`config.mk`:
```
export PLATFORM = sky130hd
export DESIGN_NAME = imem_program_loader
export DESIGN_NICKNAME = d
export VERILOG_FILES = /design/src/rtl/loader_pkg.sv /design/src/rtl/loader_word_packer.sv /design/src/rtl/imem_program_loader.sv
export SDC_FILE = /design/constraint.sdc
export NUM_CORES = 1
export LEC_CHECK = 0
export BUFFER_PORTS_ARGS = -buffer_cell sky130_fd_sc_hd__buf_2
export CORE_MARGIN = 4
export CORE_UTILIZATION = 55
export CTS_BUF_LIST = sky130_fd_sc_hd__clkbuf_16
export CTS_CLUSTER_SIZE = 16
export DETAILED_ROUTE_END_ITERATION = 10
export GPL_TIMING_DRIVEN = 1
export PLACE_DENSITY = 0.88
export SLEW_MARGIN = 15
export SYNTH_ARGS = -nofsm -noshare
export SYNTH_HDL_FRONTEND = slang
export SYNTH_SLANG_ARGS = --single-unit
export TNS_END_PERCENT = 30
```
`constraint.sdc`:
```
create_clock -name clk -period 3.4 [get_ports clk]
set_input_delay 0.51 -clock clk [delete_from_list [all_inputs] [get_ports clk]]
set_output_delay 0.51 -clock clk [all_outputs]
set_load 0.005 [all_outputs]
```
`src/rtl/loader_pkg.sv`:
```
// Shared types and constants for the instruction-memory program loader.
// LOADER_CHECKSUM_EN adds the trailing checksum state.
package loader_pkg;

  localparam int unsigned LEN_BYTES  = 2;
  localparam int unsigned WORD_BYTES = 2;
  localparam int unsigned LEN_W      = 8 * LEN_BYTES;
  localparam int unsigned WORD_W     = 8 * WORD_BYTES;
  localparam logic [7:0]  CSUM_OK    = 8'h00;

  typedef enum logic [3:0] {
    ST_IDLE,
    ST_LEN_HI,
    ST_LEN_LO,
    ST_DATA_HI,
    ST_DATA_LO,
    ST_WRITE,
`ifdef LOADER_CHECKSUM_EN
    ST_CHECK,
`endif
    ST_DONE,
    ST_ERROR
  } state_e;

  // States in which a stream byte may be consumed.
  function automatic logic accepts_byte(input state_e s);
    case (s)
      ST_LEN_HI, ST_LEN_LO, ST_DATA_HI, ST_DATA_LO: return 1'b1;
`ifdef LOADER_CHECKSUM_EN
      ST_CHECK: return 1'b1;
`endif
      default: return 1'b0;
    endcase
  endfunction

endpackage

```
`src/rtl/loader_word_packer.sv`:
```
// Assembles two stream bytes (high byte first) into one instruction word.
module loader_word_packer
  import loader_pkg::*;
(
  input  logic              clk,
  input  logic              rst_n,
  input  logic              cap_hi,
  input  logic              cap_lo,
  input  logic [7:0]        byte_in,
  output logic [WORD_W-1:0] word
);

  logic [WORD_W-1:0] word_q, word_d;

  always_comb begin
    word_d = word_q;
    if (cap_hi) word_d[15:8] = byte_in;
    if (cap_lo) word_d[7:0]  = byte_in;
  end

  always_ff @(posedge clk) begin
    if (!rst_n) word_q <= '0;
    else        word_q <= word_d;
  end

  assign word = word_q;

endmodule

```
`src/rtl/imem_program_loader.sv`:
```
// Streams a length-prefixed program into instruction memory and holds the core until done.
// Optional LOADER_CHECKSUM_EN: trailing XOR checksum byte must bring the stream XOR to CSUM_OK.
module imem_program_loader
  import loader_pkg::*;
#(
  parameter int unsigned IMEM_DEPTH = 256,
  parameter int unsigned ADDR_W     = 8
) (
  input  logic              clk,
  input  logic              rst_n,
  input  logic              start,
  input  logic [7:0]        in_data,
  input  logic              in_valid,
  output logic              in_ready,
  output logic              im_we,
  output logic [ADDR_W-1:0] im_addr,
  output logic [15:0]       im_wdata,
  output logic              cpu_hold,
  output logic              done,
  output logic              err
);

`ifdef LOADER_CHECKSUM_EN
  localparam state_e FINAL_ST = ST_CHECK;
`else
  localparam state_e FINAL_ST = ST_DONE;
`endif

  state_e            state_q, state_d;
  logic [LEN_W-1:0]  len_q, len_d;
  logic [LEN_W-1:0]  len_new;
  logic [LEN_W-1:0]  count_q, count_d;
  logic [ADDR_W-1:0] addr_q, addr_d;
  logic              in_ready_q, in_ready_d;
  logic              im_we_q, im_we_d;
  logic              cpu_hold_q, cpu_hold_d;
  logic              done_q, done_d;
  logic              err_q, err_d;
  logic              cap_hi, cap_lo;
  logic              xfer;
`ifdef LOADER_CHECKSUM_EN
  logic [7:0]        csum_q, csum_d;
`endif

  // in_ready_q mirrors accepts_byte(state_q), so this is the true handshake.
  assign xfer    = in_valid & in_ready_q;
  assign len_new = {len_q[15:8], in_data};

  always_comb begin
    state_d = state_q;
    len_d   = len_q;
    count_d = count_q;
    addr_d  = addr_q;
    cap_hi  = 1'b0;
    cap_lo  = 1'b0;
`ifdef LOADER_CHECKSUM_EN
    csum_d  = csum_q;
`endif

    case (state_q)
      ST_IDLE, ST_DONE, ST_ERROR: begin
        if (start) begin
          state_d = ST_LEN_HI;
          count_d = '0;
          addr_d  = '0;
`ifdef LOADER_CHECKSUM_EN
          csum_d  = '0;
`endif
        end
      end
      ST_LEN_HI: begin
        if (xfer) begin
          len_d[15:8] = in_data;
          state_d     = ST_LEN_LO;
        end
      end
      ST_LEN_LO: begin
        if (xfer) begin
          len_d[7:0] = in_data;
          if (len_new == '0)                     state_d = FINAL_ST;
          else if (len_new > LEN_W'(IMEM_DEPTH)) state_d = ST_ERROR;
          else                                   state_d = ST_DATA_HI;
        end
      end
      ST_DATA_HI: begin
        if (xfer) begin
          cap_hi  = 1'b1;
          state_d = ST_DATA_LO;
        end
      end
      ST_DATA_LO: begin
        if (xfer) begin
          cap_lo  = 1'b1;
          state_d = ST_WRITE;
        end
      end
      ST_WRITE: begin
        addr_d  = addr_q + ADDR_W'(1);
        count_d = count_q + LEN_W'(1);
        state_d = (count_d < len_q) ? ST_DATA_HI : FINAL_ST;
      end
`ifdef LOADER_CHECKSUM_EN
      ST_CHECK: begin
        if (xfer) state_d = ((csum_q ^ in_data) == CSUM_OK) ? ST_DONE : ST_ERROR;
      end
`endif
      default: state_d = ST_IDLE;
    endcase

`ifdef LOADER_CHECKSUM_EN
    if (xfer) csum_d = csum_q ^ in_data;
`endif

    // Outputs are registered copies of the next-state decode.
    in_ready_d = accepts_byte(state_d);
    im_we_d    = (state_d == ST_WRITE);
    cpu_hold_d = (state_d != ST_DONE);
    done_d     = (state_d == ST_DONE);
    err_d      = (state_d == ST_ERROR);
  end

  always_ff @(posedge clk) begin
    if (!rst_n) begin
      state_q    <= ST_IDLE;
      len_q      <= '0;
      count_q    <= '0;
      addr_q     <= '0;
      in_ready_q <= 1'b0;
      im_we_q    <= 1'b0;
      cpu_hold_q <= 1'b1;
      done_q     <= 1'b0;
      err_q      <= 1'b0;
`ifdef LOADER_CHECKSUM_EN
      csum_q     <= '0;
`endif
    end else begin
      state_q    <= state_d;
      len_q      <= len_d;
      count_q    <= count_d;
      addr_q     <= addr_d;
      in_ready_q <= in_ready_d;
      im_we_q    <= im_we_d;
      cpu_hold_q <= cpu_hold_d;
      done_q     <= done_d;
      err_q      <= err_d;
`ifdef LOADER_CHECKSUM_EN
      csum_q     <= csum_d;
`endif
    end
  end

  loader_word_packer u_packer (
    .clk     (clk),
    .rst_n   (rst_n),
    .cap_hi  (cap_hi),
    .cap_lo  (cap_lo),
    .byte_in (in_data),
    .word    (im_wdata)
  );

  assign in_ready = in_ready_q;
  assign im_we    = im_we_q;
  assign im_addr  = addr_q;
  assign cpu_hold = cpu_hold_q;
  assign done     = done_q;
  assign err      = err_q;

endmodule

```
==> impl_metrics.py <==
metrics = {
    "worst_setup_path": {
        "cp_common_cell": "and3_1",
        "max_stage_delay_ns": 0.42,
        "cp_slowest_cell": "dfxtp_1",
        "crit_path_max_fanout": 6,
        "r2r_start": "count_q[0]",
        "critPathLaunchType": "flop",
        "worstPathRequired_ns": 3.62,
        "path_cells": "ha_2 > and3_1 > nand3_2 > nor2_4 > nand2_1 > xnor2_1 > ha_1 > and3_1 > nand3_1 > or3b_1 > o2111ai_1 > nand2_2 > a211o_1",
        "rrSetupSlack_ns": 0.19,
        "r2r-end": "cpu_hold",
        "crit_type": "flop to flop",
        "reg2reg_depth": 13,
        "worstPathArrival_ns": 3.43,
        "crit_path_end_kind": "flop",
    },
    "clock_tree": {
        "cts_tree": "yes",
        "cts_buffers": 9,
        "clk_latency_ns": 0.34,
        "cts.sinks": 65,
        "cts-root-buf": "clkbuf_16",
        "ctsLongestPathBuffers": 2,
        "postCtsSetupBuffers": 0,
        "cts.clk_slew.worst_paths_ns": 0.06,
        "htree_levels": 3,
    },
    "synth": {
        "synth.most_common_cell": "dfxtp_1",
        "synth_warnings": 0,
        "synth-main-ff-cell": "dfxtp_1",
        "ys_top_cells_by_area": "dfxtp_1, ha_1, nand2_1",
        "avgSynthCellArea_sq_um": 8.50,
        "synth_top_area_share_pct": 37.8,
        "seq_area_frac_synth_pct": 37.8,
        "synth.largest_area_cell": "dfxtp_1",
        "synth_area_sq_um": 3440,
        "synth_seq_cells": 65,
        "synth_common_cells": "dfxtp_1, nand2_1, nand3_1",
        "synth_cell_type_count": 54,
        "netlist_instances": 405,
        "synth_nets": 434,
        "synth-async-reset-ratio_pct": 0,
        "synth_edf_count": 0,
    },
    "sta": {
        "period_needed_ns": 3.21,
        "hold_viol_final": 0,
        "hold_ws_ns": 0.472,
        "tns_ns": 0,
        "setup_violations": 0,
        "timing.slew.headroom_pct": 56.9,
        "worstMarginPinSlew_ns": 0.643,
        "period_share_pct": 94.4,
        "slew_viol_final": 0,
        "fmaxAchievable_mhz": 312,
        "clock-skew-final_ns": 0.0107,
    },
    "min_path": {
        "hold_start": "len_q[10]",
        "worstHoldPathCells": 2,
        "min_to": "len_q[10]",
        "hold_class": "flop to flop",
    },
    "global_routing": {
        "grt_max_degree": 41,
        "grt_pass1_wl_um": 13500,
        "grt_pass1_vias": 2931,
        "grt_overflow": 0,
        "grt_use_total_pct": 22.6,
        "antenna_found_initial": 0,
    },
    "placed_design": {
        "portBuffers": 40,
        "placed_cell_area_sq_um": 3690,
        "numPlacedInstances": 507,
        "place.gp.congestion": 0.872,
        "place_hpwl_um": 5480,
    },
    "route": {
        "drt_iter0_drc": 216,
        "drt_first_pass_iters": 5,
        "antenna_left": 0,
        "drc": 0,
        "wl_per_cell_um": 15.4,
        "routed_wl_um": 8060,
        "vias_per_cell": 5.90,
        "vias": 3086,
    },
    "flow_run": {
        "cap_viol_max_count": 0,
    },
    "layout": {
        "finalNonFillerCells": 523,
        "syn2layout_area_growth_pct": 16.5,
        "final_layout_size_suffix_gt1_share_pct": 15.8,
        "fin_area_sq_um": 4010,
        "n_antenna_cell": 0,
        "num-nets-final": 472,
        "fill_cells": 450,
    },
    "power_and_ir_drop": {
        "swShare_pct": 23.2,
        "p_leak_nw": 1.74,
        "pwr-share-seq_pct": 43.1,
        "power.switching_w": 0.000413,
        "powerDensity_nw_per_um2": 444,
        "combPwrFrac_pct": 3.2,
        "power.internal_w": 0.00137,
        "vdd_drop_max_mv": 0.384,
        "clkPwrFrac_pct": 53.6,
    },
    "floorplanning": {
        "fp.dieH_um": 87.1,
        "rows": 28,
        "ios": 41,
        "die_w_um": 87.1,
        "initial_core_util_pct": 57.4,
        "die_area_sq_um": 7590,
        "core-area_sq_um": 5990,
    },
    "status": {
        "status": "finished clean",
    },
}
layer usage:
metal	GRT usage, %	vias up	routed length [um]
li1	-	1503	-
met1	27.1	1448	3330
met2	38.4	99	4020
met3	2.93	36	356
met4	13.2	0	351
met5	0	-	0
cell usage in the layout, fill, tap and decap left out, types with 2 or more instances in the layout:
master	n
dfxtp_1	65
ha_1	16
nand2_1	51
nor2b_1	24
inv_6	3
nor4_1	2
a21boi_1	9
a21o_1	3
nor4_2	2
and2b_1	2
inv_1	17
a21oi_1	17
xor2_1	8
o211ai_1	4
and3_1	8
xnor2_1	8
mux2i_1	16
o21ai_1	3
o21ai_0	14
a21boi_0	18
nand3_1	25
buf_2	40
buf_4	3
clkbuf_16	9
nor2_1	15
and3b_1	4
o21a_1	4
and2_1	6
nand3b_1	3
or3_1	5
nor3_1	7
nand2b_1	2
nand4_1	3
nand2_2	2
o31ai_1	2
a31oi_1	2
a211oi_1	2
per-stage QoR:
step / util [%] / setup WS (ns) / power [W]
2_1_floorplan: - / 0.601 / 0.000816
3_3_place_gp: 61.5 / 0.452 / 0.000840
3_5_place_dp: 61.5 / 0.352 / 0.000840
4_1_cts: 66.7 / 0.203 / 0.00178
5_1_grt: 66.9 / -0.000460 / 0.00183
6_report: 66.9 / 0.191 / 0.00178
sequential cells by signal, summed over array words and instances (netlist names):
register and flops:
count_q 16, cpu_hold 1, done 1, err 1
im_addr 8, im_we 1, in_ready 1, len_q 16
state_q 4, u_packer.word 16
worst max path at each step:
stage / from / to / slack (ns)
2_1_floorplan: count_q[0] / cpu_hold / 0.60
3_3_place_gp: count_q[0] / cpu_hold / 0.45
3_5_place_dp: count_q[0] / cpu_hold / 0.35
4_1_cts: count_q[0] / cpu_hold / 0.20
5_1_grt: count_q[0] / in_ready / -0.0005
6_report: count_q[0] / cpu_hold / 0.19
worst max-delay path: cells and delay by family (launching register included):
family | cells | cell delay [ns]
adder cells (fa/ha/maj) | 2 | 0.58
AND/OR/NAND/NOR | 8 | 1.54
AO/OA/AOI/OAI | 2 | 0.35
XOR/XNOR | 1 | 0.17
flip-flops | 1 | 0.42
power groups by stage:
stage | Sequential, W | Combinational, W | Clock [W]
6_report | 0.000767 | 0.0000577 | 0.000955
5_1_grt | 0.000767 | 0.0000627 | 0.000996
4_1_cts | 0.000767 | 0.0000568 | 0.000960
3_5_place_dp | 0.000784 | 0.0000566 | 0
3_3_place_gp | 0.000784 | 0.0000558 | 0
2_1_floorplan | 0.000783 | 0.0000329 | 0
cell families (layout without fill, tap and decap cells):
kind of cell             after synthesis  count (layout)  share of synthesized area (%)
AO/OA/AOI/OAI                         86              86                           16.5
XOR/XNOR                              16              16                           4.07
adder cells (fa/ha/maj)               17              17                           6.18
buffers and inverters                 34              77                           4.00
flip-flops                            65              65                           37.8
multiplexers                          16              16                           4.65
other                                  1               1                          0.109
AND/OR/NAND/NOR                      170             170                           26.7
area by class of cell:
class | count | area [sq um] | share of cell area [%]
inverter | 18 | 67.6 | 1.69
tap | 75 | 93.8 | 2.34
timing repair buffer | 43 | 223 | 5.56
clock inverter | 7 | 83.8 | 2.09
multi-input combinational | 306 | 2010 | 50.2
sequential | 65 | 1300 | 32.5
clock buffer | 9 | 225 | 5.62
what timing repair did:
item | CTS | global route
resized for setup | 0 | 2
setup endpoints to repair | 0 | 2
hold buffers | 0 | 0
endpoints found under the hold margin | 0 | 0
No activity file was read; power rests on OpenSTA's default activity.
